--- src/rtl/parking_pkg.sv ---
// Shared types and defaults for the parking gate controller.
package parking_pkg;

  typedef enum logic [1:0] {
    IDLE     = 2'd0,
    OPEN_IN  = 2'd1,
    OPEN_OUT = 2'd2
  } gate_state_t;

  localparam logic DIR_IN  = 1'b0;
  localparam logic DIR_OUT = 1'b1;

  localparam int unsigned DEFAULT_CAPACITY      = 8;
  localparam int unsigned DEFAULT_GATE_OPEN_MS  = 2000;
  localparam int unsigned DEFAULT_CLK_FREQUENCY = 40_000_000;

endpackage

--- src/rtl/gate_hold_timer.sv ---
// Hold timer: start begins a run of OPEN_CYCLES counts (0..OPEN_CYCLES-1);
// done flags the final count.
module gate_hold_timer #(
  parameter int unsigned OPEN_CYCLES = 1
) (
  input  logic clk,
  input  logic reset,
  input  logic start,
  output logic done
);

  localparam int unsigned CW = (OPEN_CYCLES > 1) ? $clog2(OPEN_CYCLES) : 1;
  localparam logic [CW-1:0] LAST = CW'(OPEN_CYCLES - 1);

  logic          active_q, active_d;
  logic [CW-1:0] cnt_q, cnt_d;

  always_comb begin
    active_d = active_q;
    cnt_d    = cnt_q;
    if (start) begin
      active_d = 1'b1;
      cnt_d    = '0;
    end else if (active_q) begin
      if (cnt_q == LAST) begin
        active_d = 1'b0;
        cnt_d    = '0;
      end else begin
        cnt_d = cnt_q + CW'(1);
      end
    end
  end

  always_ff @(posedge clk or posedge reset) begin
    if (reset) begin
      active_q <= 1'b0;
      cnt_q    <= '0;
    end else begin
      active_q <= active_d;
      cnt_q    <= cnt_d;
    end
  end

  assign done = active_q && (cnt_q == LAST);

endmodule

--- src/rtl/parking_gate_controller.sv ---
// Lot occupancy tracker driving a single shared barrier gate, with
// one-deep per-direction request queueing and exit-over-entry priority.
module parking_gate_controller
  import parking_pkg::*;
#(
  parameter int unsigned CAPACITY      = DEFAULT_CAPACITY,
  parameter int unsigned CLK_FREQUENCY = DEFAULT_CLK_FREQUENCY,
  parameter int unsigned GATE_OPEN_MS  = DEFAULT_GATE_OPEN_MS,
  localparam int unsigned OPEN_CYCLES  = CLK_FREQUENCY / 1000 * GATE_OPEN_MS,
  localparam int unsigned OCC_W        = $clog2(CAPACITY + 1)
) (
  input  logic             clk,
  input  logic             reset,
  input  logic             entryPulse,
  input  logic             exitPulse,
  output logic             gateOpen,
  output logic             gateDir,
  output logic [OCC_W-1:0] occupancy,
  output logic             full,
  output logic             empty,
  output logic             rejectPulse,
  output logic             faultPulse
);

  localparam logic [OCC_W-1:0] CAP_OCC = OCC_W'(CAPACITY);

  gate_state_t      state_q, state_d;
  logic [OCC_W-1:0] occ_q, occ_d;
  logic             entry_pend_q, entry_pend_d;
  logic             exit_pend_q, exit_pend_d;
  logic             gate_open_q, gate_open_d;
  logic             gate_dir_q, gate_dir_d;
  logic             reject_q, reject_d;
  logic             fault_q, fault_d;
  logic             full_q, full_d;
  logic             empty_q, empty_d;

  logic timer_start;
  logic timer_done;
  logic entry_req;
  logic exit_req;

  gate_hold_timer #(
    .OPEN_CYCLES(OPEN_CYCLES)
  ) u_hold_timer (
    .clk  (clk),
    .reset(reset),
    .start(timer_start),
    .done (timer_done)
  );

  assign entry_req = entryPulse | entry_pend_q;
  assign exit_req  = exitPulse | exit_pend_q;

  always_comb begin
    state_d      = state_q;
    occ_d        = occ_q;
    entry_pend_d = entry_pend_q;
    exit_pend_d  = exit_pend_q;
    gate_open_d  = gate_open_q;
    gate_dir_d   = gate_dir_q;
    reject_d     = 1'b0;
    fault_d      = 1'b0;
    timer_start  = 1'b0;

    case (state_q)
      IDLE: begin
        if (exit_req) begin
          // Exit wins; a same-cycle entry request is parked in its flag.
          exit_pend_d  = 1'b0;
          entry_pend_d = entry_req;
          if (occ_q != '0) begin
            state_d     = OPEN_OUT;
            occ_d       = occ_q - OCC_W'(1);
            gate_open_d = 1'b1;
            gate_dir_d  = DIR_OUT;
            timer_start = 1'b1;
          end else begin
            fault_d = 1'b1;
          end
        end else if (entry_req) begin
          entry_pend_d = 1'b0;
          if (occ_q < CAP_OCC) begin
            state_d     = OPEN_IN;
            occ_d       = occ_q + OCC_W'(1);
            gate_open_d = 1'b1;
            gate_dir_d  = DIR_IN;
            timer_start = 1'b1;
          end else begin
            reject_d = 1'b1;
          end
        end
      end
      OPEN_IN, OPEN_OUT: begin
        if (entryPulse) entry_pend_d = 1'b1;
        if (exitPulse)  exit_pend_d  = 1'b1;
        if (timer_done) begin
          state_d     = IDLE;
          gate_open_d = 1'b0;
        end
      end
      default: begin
        state_d     = IDLE;
        gate_open_d = 1'b0;
      end
    endcase

    full_d  = (occ_d == CAP_OCC);
    empty_d = (occ_d == '0);
  end

  always_ff @(posedge clk or posedge reset) begin
    if (reset) begin
      state_q      <= IDLE;
      occ_q        <= '0;
      entry_pend_q <= 1'b0;
      exit_pend_q  <= 1'b0;
      gate_open_q  <= 1'b0;
      gate_dir_q   <= DIR_IN;
      reject_q     <= 1'b0;
      fault_q      <= 1'b0;
      full_q       <= 1'b0;
      empty_q      <= 1'b1;
    end else begin
      state_q      <= state_d;
      occ_q        <= occ_d;
      entry_pend_q <= entry_pend_d;
      exit_pend_q  <= exit_pend_d;
      gate_open_q  <= gate_open_d;
      gate_dir_q   <= gate_dir_d;
      reject_q     <= reject_d;
      fault_q      <= fault_d;
      full_q       <= full_d;
      empty_q      <= empty_d;
    end
  end

  assign gateOpen    = gate_open_q;
  assign gateDir     = gate_dir_q;
  assign occupancy   = occ_q;
  assign full        = full_q;
  assign empty       = empty_q;
  assign rejectPulse = reject_q;
  assign faultPulse  = fault_q;

endmodule

--- config.mk ---
export PLATFORM = sky130hd
export DESIGN_NAME = parking_gate_controller
export DESIGN_NICKNAME = d
export VERILOG_FILES = /design/src/rtl/parking_pkg.sv /design/src/rtl/gate_hold_timer.sv /design/src/rtl/parking_gate_controller.sv
export SDC_FILE = /design/constraint.sdc
export NUM_CORES = 1
export LEC_CHECK = 0
export BUFFER_PORTS_ARGS = -buffer_cell sky130_fd_sc_hd__buf_4
export CAP_MARGIN = 20
export CELL_PAD_IN_SITES_DETAIL_PLACEMENT = 0
export CELL_PAD_IN_SITES_GLOBAL_PLACEMENT = 1
export CORE_MARGIN = 3
export CORE_UTILIZATION = 35
export DETAILED_ROUTE_END_ITERATION = 7
export PLACE_DENSITY_LB_ADDON = 0.25
export REMOVE_ABC_BUFFERS = 1
export SETUP_SLACK_MARGIN = 0.02
export SYNTH_ARGS = -nofsm -noshare
export SYNTH_HDL_FRONTEND = slang
export SYNTH_SLANG_ARGS = --single-unit
export TNS_END_PERCENT = 100
--- constraint.sdc ---
create_clock -name clk -period 2.84 [get_ports clk]
set_input_delay 0.284 -clock clk [delete_from_list [all_inputs] [get_ports clk]]
set_output_delay 0.284 -clock clk [all_outputs]
set_load 0.01 [all_outputs]
Word-level counts from Yosys, hierarchy flattened --
Index checks and enable logic that the tools add are counted.
Operators by class: $add $sub $neg 3, $lt $le $gt $ge 1, equal/unequal tests 12, muxes and demuxes 45, bitwise gates (word level) 2, reduce and logical (&&, ||, !) cells 13
Operator list (count):
- 27-bit two-way mux | 3
- 1-bit two-way mux | 28
- 27-bit by 1-bit adder with 27-bit output, second input constant | 1
- 27-bit equality test, second input constant | 1
- 4-bit two-way mux | 5
- 2-bit two-way mux | 5
- 3-bit inequality test, second input constant | 3
- 2-bit inequality test, second input constant | 4
- 4-bit AND reduction | 2
- 2-bit nonzero test | 4
- 1-bit one-hot mux with 2 select lines | 3
- 3-bit AND reduction | 2
- 4-bit by 1-bit adder with 4-bit output, second input constant | 1
- 4-bit equality test, second input constant | 1
- 4-bit zero test | 1
- 4-bit < comparator, second input constant | 1
- 2-bit one-hot mux with 2 select lines | 1
- 4-bit nonzero test | 1
- 4-bit by 1-bit subtractor with 4-bit output, second input constant | 1
- 2-bit by 1-bit equality test with 1-bit output, second input constant | 1
- 2-bit equality test, second input constant | 1
- 2-bit zero test | 1
- 2-bit by 1-bit inequality test with 1-bit output, second input constant | 1
- 1-bit bitwise OR | 2
- 2 further kinds | 2
Word-level totals: bits in registers 42, input port bits 4, word-level logic and storage cells 88

Logic depth before layout (Yosys ltp) --
depth in word-level cells 6, mapped depth 8, gate-level depth less buffers 7

By module --
From an unflattened synthesis, not the netlist that was laid out.
Second synthesis, totals: cells, all modules 253, area, all modules 2426.1 um^2
Modules (own cells, without submodules):
- gate_hold_timer | instances 1, cells an instance 175, area each 1632.8 um^2, sequential area each 700.7 um^2
- parking_gate_controller | instances 1, cells an instance 78, area each 793.3 um^2, sequential area each 351.6 um^2

Worst setup path after synthesis --
OpenSTA, ideal clock, no wires.
kind reg2reg, start register occ_q[0], in the netlist occupancy[0], end register u_hold_timer.cnt_q[20], library setup time 110 ps, arrival 2125 ps, setup slack 605 ps, stages on the path, launching flop included 9, path buffers 1, clock period less this slack 2235 ps, path through dfrtp_1 inv_1 ha_1 nor3b_2 mux2i_1 and2_1 clkbuf_1 or4b_2 o41ai_1
Between the ends: cells in the longest elaborated chain, start to end 6, elaborated cells on any way between the ends 9
RTL lines:
- from (decl) | line parking_gate_controller.sv:28 | logic [OCC_W-1:0] occ_q, occ_d;
- from (signal assigned) | line parking_gate_controller.sv:115 | occ_q <= '0;
- from (signal assigned) | line parking_gate_controller.sv:126 | occ_q <= occ_d;
- 4-bit < comparator | line parking_gate_controller.sv:83 | if (occ_q < CAP_OCC) begin
- 1-bit two-way mux | line parking_gate_controller.sv:83
- 1-bit two-way mux | line parking_gate_controller.sv:81 | end else if (entry_req) begin
- 1-bit two-way mux (*) | line parking_gate_controller.sv:68 | if (exit_req) begin
- 1-bit two-way mux (*) | line parking_gate_controller.sv:66 | case (state_q)
- 27-bit two-way mux or 2-bit nonzero test (tied branches)
- to (signal assigned) | line gate_hold_timer.sv:40 | cnt_q <= cnt_d;
- to (decl) | line gate_hold_timer.sv:16 | logic [CW-1:0] cnt_q, cnt_d;
Mark *: on every way between the ends. The rest lies on a longest branch, timed or not. A chain may end at the register's enable or synchronous reset.

Worst setup path after layout --
start register u_hold_timer.cnt_q[10], end register u_hold_timer.cnt_q[7]
Between the ends: cells in the longest elaborated chain, start to end 4
RTL lines:
- 27-bit equality test | line gate_hold_timer.sv:25 | if (cnt_q == LAST) begin
- 27-bit two-way mux | line gate_hold_timer.sv:25
- 27-bit two-way mux | line gate_hold_timer.sv:24 | end else if (active_q) begin
- 27-bit two-way mux | line gate_hold_timer.sv:21 | if (start) begin
Every way passes these cells. The select of a mux whose other input is x is not followed.

==> summary.md <==
| Metric | Value |
|---|---|
| Status | `complete, no violations` |
| Clock-pin slew on the worst setup and hold paths | `90 ps` |
| Comb power frac | `a little under two fifths` |
| Mapped Area | `2350 um2` |
| Vias/cell | `5.64` |
| Worst path top cell family by delay | `simple AND/OR/NAND/NOR gates` |
| Initial antenna violation count | `0` |
| Clock sink count | `42` |
| Via Count | `1968` |
| Row Count | `29` |
| Post-CTS setup buffer count | `0` |
| First-pass GRT wire length | `~9.6 mm` |
| Sw Ratio | `37.4%` |
| Design Power | `2.12 mW` |
| Seq pwr share | `38.2%` |
| Tcrit/Tclk final | `83.7%` |
| I/O Pins | `14` |
| WP data arrival | `approximately 2600 ps` |
| CTS Buf Count | `5` |
| Total Wirelength | `5.66 mm` |
| P_leak | `around 1.1 nW` |
| Gr usage total | `15.9%` |
| Hold WC Path Type | `in -> reg` |
| DRC | `0` |
| Layout cells sized above 1 | `14.3%` |
| VDD IR-drop max | `0.000247 V` |
| Asr flop ratio synth | `100%` |
| Global route total overflow | `0` |
| Worst Max-Slew Pin Slew | `530 ps` |
| Post-route antenna net violation count | `0` |
| Max cap viols | `0` |
| Largest net degree at the start of global routing | `29` |
| FMAX | `between 400 and 500 MHz` |
| Most frequent cells in the layout | `41 x dfrtp_1, 23 x nor2_1, 22 x nand2_1` |
| Longest Clk Path Bufs | `2` |
| Initial DRC Count | `77` |
| N_diodes | `0` |
| Final nets | `280` |
| Core Area | `6420 um2` |
| Setup violations, final | `0` |
| Post-synth cell types | `49` |
| Critical-path top delay cell | `or4_4` |
| Width of the chip | `87.9 um` |
| Number of port buffers | `13` |
| CP Cell Sequence | `or4_4, nor4_1, nand3_1, a311oi_1, nor2_1` |
| Skew final | `about 12 ps` |
| Psw | `between 0.7 and 0.8 mW` |
| Sum Neg Setup Slack | `0 ps` |
| Pwr per Cell Area | `791 nW/um2` |
| Wirelength per Cell | `approximately 16 um` |
| Worst Setup Slack, final | `463 ps` |
| CP Launch Type | `flop` |
| Worst-Skew Late Latency | `roughly 300 ps` |
| DP Wirelength | `4.05 mm` |
| Yosys warnings | `0` |
| Buf/Inv on CP | `0` |
| Vias in the first global route | `1935` |
| Min Tclk post-route | `around 2400 ps` |
| Die area | `7720 um2` |
| #FFs+latches synth | `42` |
| CTS root buffer | `clkbuf_8` |
| Crit path largest cell delay | `560 ps` |
| Most common cell after layout, fill and taps aside | `dfrtp_1` |
| Max Fanout on Critical Path | `7` |
| Main synth FF type | `dfrtp_1` |
| DIE HEIGHT | `87.9 um` |
| Syn-to-layout area delta | `14.3%` |
| CTS tree | `yes` |
| Register area share after synthesis | `44.9%` |
| Slew Limit Fails | `0` |
| Critical path required time | `3020 ps` |
| Synthesized area per cell | `9.20 um2` |
| Slew margin rel. | `64.4%` |
| Initial Util | `36.5%` |
| Clk network pwr share | `23.4%` |
| RePlAce Congestion | `between 0.7 and 0.8` |
| RSZ-0062 raised after global routing | `false` |
| Number of failing hold endpoints at the final stage | `0` |
| Setup CP Type | `reg -> reg` |
| Dpl ws | `about 470 ps` |
| Internal power | `1.33 mW` |
| Number of synthesized flops with an enable pin | `0` |
| Cell count after synthesis | `~260` |
| H-tree depth | `2` |
| DRT Pass-1 Iters | `4` |
| Critical path endpoint category | `flop` |
[Yosys cell counts, drive strengths merged, types with 3 or more instances]
master	count	share of area, %
a21oi	11	2.3
and2	3	0.85
and3	6	1.6
clkbuf	9	1.4
dfrtp	41	44
ha	5	2.7
inv	8	1.3
nand2	22	3.5
nand3	17	3.6
nand4	7	1.9
nor2	23	3.7
nor2b	3	0.80
nor3	11	2.3
nor3b	3	1.2
nor4	8	2.1
o21ai	13	2.8
or2	3	0.80
or3	6	1.6
or4	7	2.6
xnor2	9	3.4
xor2	4	1.5
[power by group through the flow]
stage / Clock [mW] / Sequential (mW) / Combinational [mW]
6_report: 0.497 / 0.810 / 0.815
2_1_floorplan: 0 / 0.822 / 0.533
4_1_cts: 0.513 / 0.809 / 0.823
3_5_place_dp: 0 / 0.821 / 0.822
3_3_place_gp: 0 / 0.819 / 0.821
5_1_grt: 0.540 / 0.826 / 0.929
[sequential cells by signal, indices dropped and copies added (netlist names)]
register	flops
u_hold_timer.cnt_q	27
rejectPulse	1
gateOpen	1
occupancy	4
empty	1
exit_pend_q	1
faultPulse	1
entry_pend_q	1
state_q	2
full	1
gateDir	1
u_hold_timer.active_q	1
[path summary, 6_finish.rpt]
kind | startpoint | end | slack [ps] | cells after the start
max | u_hold_timer.cnt_q[10]$_DFFE_PP0P_ | u_hold_timer.cnt_q[7]$_DFFE_PP0P_ | 460 | 5
min | entryPulse | entry_pend_q$_DFFE_PP0P_ | 230 | 2
max reg2reg | u_hold_timer.cnt_q[10]$_DFFE_PP0P_ | u_hold_timer.cnt_q[7]$_DFFE_PP0P_ | 460 | 5
min reg2reg | u_hold_timer.cnt_q[24]$_DFFE_PP0P_ | u_hold_timer.cnt_q[24]$_DFFE_PP0P_ | 540 | 1
max in group asynchronous | reset | u_hold_timer.cnt_q[10]$_DFFE_PP0P_ | 1640 | 5
min in group asynchronous | reset | rejectPulse$_DFF_PP0_ | 520 | 3
[layer usage]
metal / share of wire [%] / track usage [%]
met3: 3.0 / 3.20
met1: 51 / 22.3
met2: 45 / 24.8
met5: 0 / 0
met4: 1.1 / 5.16
[metrics by stage]
step / utilization (%) / area, um2 / hold WS [ps] / instances
6_report: 41.8 / 2680 / 229 / 349
5_1_grt: 41.8 / 2680 / 234 / 349
3_5_place_dp: 39.4 / 2530 / 457 / 339
2_1_floorplan: - / 2310 / 421 / 246
4_1_cts: 41.2 / 2650 / 128 / 347
3_3_place_gp: 39.4 / 2530 / 457 / 339
[worst register-to-register path: stages (launching register included)]
cell and delay (ps):
dfrtp_1 450, or4_4 560, nor4_1 500, nand3_1 360
a311oi_1 350, nor2_1 60
[layout make-up]
class	count	area, um2
fillers	659	3740
inverters	8	30.0
multi-input cells	196	1230
flip-flops and latches	42	1050
repair buffers	18	158
clock buffers	7	86.3
clock inverters	1	30.0
well taps	77	96.3
[kinds of logic (layout without fill, tap and decap cells)]
family | Yosys count | count (layout) | share of synthesized area, %
adder cells (fa/ha/maj) | 5 | 5 | 2.67
multiplexers | 2 | 2 | 0.907
AND/OR/NAND/NOR | 124 | 124 | 28.5
XOR/XNOR | 13 | 13 | 4.85
buffers and inverters | 17 | 34 | 2.72
AO/OA/AOI/OAI | 52 | 52 | 15.5
flip-flops | 42 | 42 | 44.9
[timing repair]
action,CTS,global route
resized for setup,0,0
setup endpoints to repair,0,0
hold buffers,0,1
hold endpoints to repair,0,11
(Power assumes the default switching activity.)
